===== config.mk =====
export PLATFORM = sky130hd
export DESIGN_NAME = uart_rx_param
export DESIGN_NICKNAME = d
export VERILOG_FILES = /design/src/rtl/uart_rx_param.sv
export SDC_FILE = /design/constraint.sdc
export NUM_CORES = 1
export LEC_CHECK = 0
export ABC_AREA = 1
export CORE_ASPECT_RATIO = 0.5
export CORE_MARGIN = 2
export CORE_UTILIZATION = 50
export DETAILED_ROUTE_END_ITERATION = 8
export PLACE_DENSITY = 0.71
export SYNTH_ARGS = -nofsm -noshare
export SYNTH_HDL_FRONTEND = slang
export SYNTH_SLANG_ARGS = --single-unit

===== constraint.sdc =====
create_clock -name clk -period 3.4 [get_ports clk]
set_input_delay 0.51 -clock clk [delete_from_list [all_inputs] [get_ports clk]]
set_output_delay 0.51 -clock clk [all_outputs]
set_load 0.02 [all_outputs]

===== src/rtl/uart_rx_param.sv =====
// Parametrised UART receiver: mid-bit sampling, parity/stop checking,
// break detection and a one-word valid/ready output buffer.
module uart_rx_param #(
  parameter int CLK_DIV   = 1250,
  parameter int DATA_BITS = 8,
  parameter int PARITY    = 0,
  parameter int STOP_BITS = 1
) (
  input  logic                 clk,
  input  logic                 rst,
  input  logic                 rx,
  output logic [DATA_BITS-1:0] data,
  output logic                 valid,
  input  logic                 ready,
  output logic                 parity_err,
  output logic                 frame_err,
  output logic                 break_det,
  output logic                 overrun,
  output logic                 busy
);

  typedef enum logic [2:0] {
    IDLE, START, DATA, PAR, STOP, DONE
  } state_e;

  localparam logic [15:0] HALF   = 16'(CLK_DIV / 2 - 1);
  localparam logic [15:0] FULL   = 16'(CLK_DIV - 1);
  localparam logic [3:0]  LAST_D = 4'(DATA_BITS - 1);
  localparam logic [3:0]  LAST_S = 4'(STOP_BITS - 1);

  state_e               state_q;
  logic                 meta_q, rxs_q;
  logic [15:0]          cnt_q;
  logic [3:0]           idx_q;
  logic [DATA_BITS-1:0] shr_q, data_q;
  logic                 pbit_q, ferr_q, armed_q;
  logic                 valid_q, perr_q, fe_q, brk_q, ovr_q;

  logic tick, accept, xr, perr_d, brk_d;

  assign tick   = (cnt_q == 16'd0);
  assign accept = valid_q && ready;
  assign xr     = (^shr_q) ^ pbit_q;
  assign brk_d  = ferr_q && (shr_q == '0) && (PARITY == 0 || !pbit_q);

  always_comb begin
    perr_d = 1'b0;
    if (PARITY == 1)      perr_d = xr;
    else if (PARITY == 2) perr_d = !xr;
  end

  always_ff @(posedge clk or posedge rst) begin
    if (rst) begin
      state_q <= IDLE;
      meta_q  <= 1'b1;
      rxs_q   <= 1'b1;
      cnt_q   <= '0;
      idx_q   <= '0;
      shr_q   <= '0;
      pbit_q  <= 1'b0;
      ferr_q  <= 1'b0;
      armed_q <= 1'b0;
      data_q  <= '0;
      valid_q <= 1'b0;
      perr_q  <= 1'b0;
      fe_q    <= 1'b0;
      brk_q   <= 1'b0;
      ovr_q   <= 1'b0;
    end else begin
      meta_q <= rx;
      rxs_q  <= meta_q;
      // A low stop keeps the line from restarting until it is seen high
      if (rxs_q)                          armed_q <= 1'b1;
      else if (state_q == DONE && ferr_q) armed_q <= 1'b0;
      if (accept) begin
        valid_q <= 1'b0;
        ovr_q   <= 1'b0;
      end
      if (state_q != IDLE) cnt_q <= tick ? FULL : cnt_q - 16'd1;
      unique case (state_q)
        IDLE: begin
          if (!rxs_q && armed_q) begin
            cnt_q   <= HALF;
            state_q <= START;
          end
        end
        START: begin
          if (tick) begin
            if (rxs_q) begin
              state_q <= IDLE;
            end else begin
              idx_q   <= '0;
              state_q <= DATA;
            end
          end
        end
        DATA: begin
          if (tick) begin
            shr_q <= {rxs_q, shr_q[DATA_BITS-1:1]};
            if (idx_q == LAST_D) begin
              idx_q   <= '0;
              pbit_q  <= 1'b0;
              ferr_q  <= 1'b0;
              state_q <= (PARITY != 0) ? PAR : STOP;
            end else begin
              idx_q <= idx_q + 4'd1;
            end
          end
        end
        PAR: begin
          if (tick) begin
            pbit_q  <= rxs_q;
            state_q <= STOP;
          end
        end
        STOP: begin
          if (tick) begin
            if (!rxs_q) ferr_q <= 1'b1;
            if (idx_q == LAST_S) state_q <= DONE;
            else                 idx_q <= idx_q + 4'd1;
          end
        end
        DONE: begin
          state_q <= IDLE;
          if (!valid_q || accept) begin
            data_q  <= shr_q;
            perr_q  <= perr_d;
            fe_q    <= ferr_q;
            brk_q   <= brk_d;
            valid_q <= 1'b1;
          end else begin
            ovr_q <= 1'b1;
          end
        end
        default: state_q <= IDLE;
      endcase
    end
  end

  assign data       = data_q;
  assign valid      = valid_q;
  assign parity_err = perr_q;
  assign frame_err  = fe_q;
  assign break_det  = brk_q;
  assign overrun    = ovr_q;
  assign busy       = (state_q != IDLE);

endmodule


==> results_dict.tcl <==
set metrics [dict create \
    crit_path_end_kind "output pin" \
    synthFlopType "dfrtp_1" \
    grt_pass1_vias 1934 \
    synth_seq_cells 47 \
    max-cap-violations 0 \
    viasPerCell 4.99 \
    std_cell_rows 18 \
    p_int_mw 1.18 \
    die_x_um 105 \
    report.final.slew_viol_count 0 \
    nFillCells 469 \
    p_leak_nw 1.43 \
    final_cells 414 \
    synth-compound-area-share_pct 8.42 \
    insertion_delay_ns 0.30 \
    yosysWarnings 0 \
    die_h_um 54.4 \
    grt_overflow 0 \
    cts-root-buf "clkbuf_8" \
    synth_top_family_by_area "simple AND/OR/NAND/NOR gates" \
    yosys-top-cells-area "dfrtp_1 (44%), nand2_1 (13%), nor2_1 (6.4%)" \
    nets 350 \
    cts_tree "built" \
    cts-resized-gates 0 \
    grt_pass1_wl_mm 8.48 \
    drc 0 \
    crit_buf_inv 1 \
    clockPowerShare_pct 20.8 \
    grt_max_degree 48 \
    cts-buffers-inserted 5 \
    rsz0062_at_grt "false" \
    final.setup.tns_ns 0 \
    synth_top_area_share_pct 44.3 \
    cp_slowest_stage_delay_ns 0.57 \
    place_inst 406 \
    dr_total_vias 2065 \
    hold_viol 0 \
    drt_iter0_markers 97 \
    synth-edff-count 0 \
    netlist_instances 324 \
    start_util_pct 51.8 \
    layout-drive-gt1-share_pct 14.8 \
    syn_to_final_growth_pct 12.9 \
    wl_mm 4.89 \
    period_needed_ns 2.20 \
    htree_levels 2 \
    critical_path_class "reg2out" \
    power_density_nw_per_um2 704 \
    synth_simple_gate_area_share_pct 34.2 \
    path_max_fanout 15 \
    synth_cell_types 34 \
    setup_viol 0 \
    yosysSeqAreaShare_pct 46.4 \
    wl_per_cell_um 11.8 \
    io_pins 18 \
    yosys.area_share.adder_pct 1.48 \
    rr_startpoint "cnt_q[0]" \
    p_sw_mw 0.841 \
    fmax_mhz 455 \
    critPathSlowestCell "clkdlybuf4s50_1" \
    crit_path_start_kind "register" \
    cp_cell_sequence "nor2_2, nand2_4, clkdlybuf4s50_1" \
    cts_num_sinks 47 \
    coreArea_um2 4910 \
    portBuffers 16 \
    synth_nets 331 \
    synth_area_um2 2540 \
    syn_area_per_cell_um2 7.84 \
    grt_use_total_pct 18.9 \
    dp_hpwl_mm 3.72 \
    cts_setup_buffers 0 \
    skew_ns 0.00629 \
    crit_start "state_q[1]" \
    cp_data_required_time_ns 2.89 \
    ys_async_sr_fraction_pct 100 \
    tightest_slew_ns 0.978 \
    netlist.top_cell.by_area "dfrtp_1" \
    status "complete, no violations" \
    p_sw_share_pct 41.7 \
    globalplace.congestion 0.842 \
    synth_mux_area_share_pct 0 \
    die_area_um2 5700 \
    cts_buffer_depth 2 \
    clk_pin_slew_ns 0.09 \
    p_comb_share_pct 42.2 \
    seqCellArea_um2 1180 \
    antenna_found_initial 0 \
    min_path_type "reg2reg" \
    arrival_ns 1.69 \
    ir_drop_v 0.000346 \
    pwr-share-seq_pct 37.0 \
    hold_buffers 0 \
    cp_top_family "buffers and inverters" \
    multiInputGateArea_um2 1150 \
    fin_crit_sh_pct 64.6 \
    relSlewSlack_pct 34.7 \
    firstDrtPassIters 4 \
    synth_xor_area_share_pct 1.03 \
    worstHoldStart "meta_q" \
    num_antenna_cells 0 \
    postRouteAntennaNets 0 \
]
through the flow:
step / cell area (um^2) / hold WS (ns) / total power, mW / worst slack (ns) / util [%]
2_1_floorplan: 2540 / 0.345 / 1.38 / 1.78 / -
3_3_place_gp: 2760 / 0.348 / 1.58 / 1.54 / 56.1
3_5_place_dp: 2760 / 0.350 / 1.61 / 1.53 / 56.1
4_1_cts: 2870 / 0.364 / 2.03 / 1.19 / 58.5
5_1_grt: 2870 / 0.368 / 2.17 / 1.11 / 58.5
6_report: 2870 / 0.362 / 2.02 / 1.20 / 58.5
routing by layer:
metal  part of all wire [%]  up-vias  GRT usage [%]
met4                   0.94        0           4.67
li1                       -     1044              -
met5                      0        -              0
met2                     49       36           36.7
met1                     47      979           22.2
met3                    3.0        6           4.29
path summary, 6_finish.rpt:
check	cells past startpoint	slack, ns	to
worst max-delay path	3	1.20	busy
worst min-delay path	0	0.36	rxs_q
worst max register to register	7	1.75	ferr_q
worst min register to register	0	0.36	rxs_q
max in group asynchronous	2	2.05	state_q[0]
min in group asynchronous	2	0.75	cnt_q[2]
cell type report:
class,instances,share of cell area [%]
Clock buffer,5,2.40
Clock inverter,3,1.61
Inverter,47,6.23
Multi-Input combinational cell,226,40.1
Sequential cell,47,41.1
Tap cell,70,3.05
Timing Repair Buffer,16,5.58
state kept, by name, indices dropped and copies added (netlist names):
| name | flops |
|---|---|
| armed_q | 1 |
| break_det | 1 |
| cnt_q | 16 |
| data | 8 |
| ferr_q | 1 |
| frame_err | 1 |
| idx_q | 4 |
| meta_q | 1 |
| overrun | 1 |
| rxs_q | 1 |
| shr_q | 8 |
| state_q | 3 |
| valid | 1 |
power by group through the flow:
stage	registers [mW]	logic (mW)	clock network, mW
after floorplan	0.795	0.582	0
after global placement	0.752	0.828	0
after detailed placement	0.757	0.854	0
after CTS	0.748	0.856	0.429
after global routing	0.762	0.952	0.452
final	0.747	0.851	0.421
worst reg2reg max path, stage by stage (launching register included):
cell     delay, ns
dfrtp_1       0.39
inv_1         0.11
ha_1          0.19
nand2_1       0.15
nor2_4        0.21
nand3_4       0.24
nor2_1        0.19
nor2_1        0.07
cells in the mapped netlist (3+ instances only):
cell type,n
nand2_1,90
dfrtp_1,45
nor2_1,43
inv_1,39
nand3_1,26
o21ai_1,10
o21ai_0,8
o21ai_2,8
inv_2,7
nand2_2,7
nor2_2,5
nand4_1,4
buf_4,3
ha_1,3
nand3_2,3
kinds of logic after synthesis:
logic type	Yosys count
AOI/OAI and AO/OA	31
buffers and inverters	51
other	1
xor gates and xnor gates	3
adders and majority gates	3
and+or+nand+nor	188
DFF	47
cells in the final DEF, fill, tap and decap left out, types with 2 or more instances in the layout:
cell             count
dfrtp_1             45
nor2_1              43
clkbuf_8             5
nand2_4              2
nand2_1             90
nand3_1             26
o21ai_1             10
nand4_1              4
nor2_2               5
xor2_1               2
nor2_4               2
dfstp_2              2
nand2_2              7
inv_2                8
clkdlybuf4s50_1     16
o21ai_2              8
o21ai_0              8
nand3_2              3
inv_1               38
ha_1                 3
(Power assumes the default switching activity.)
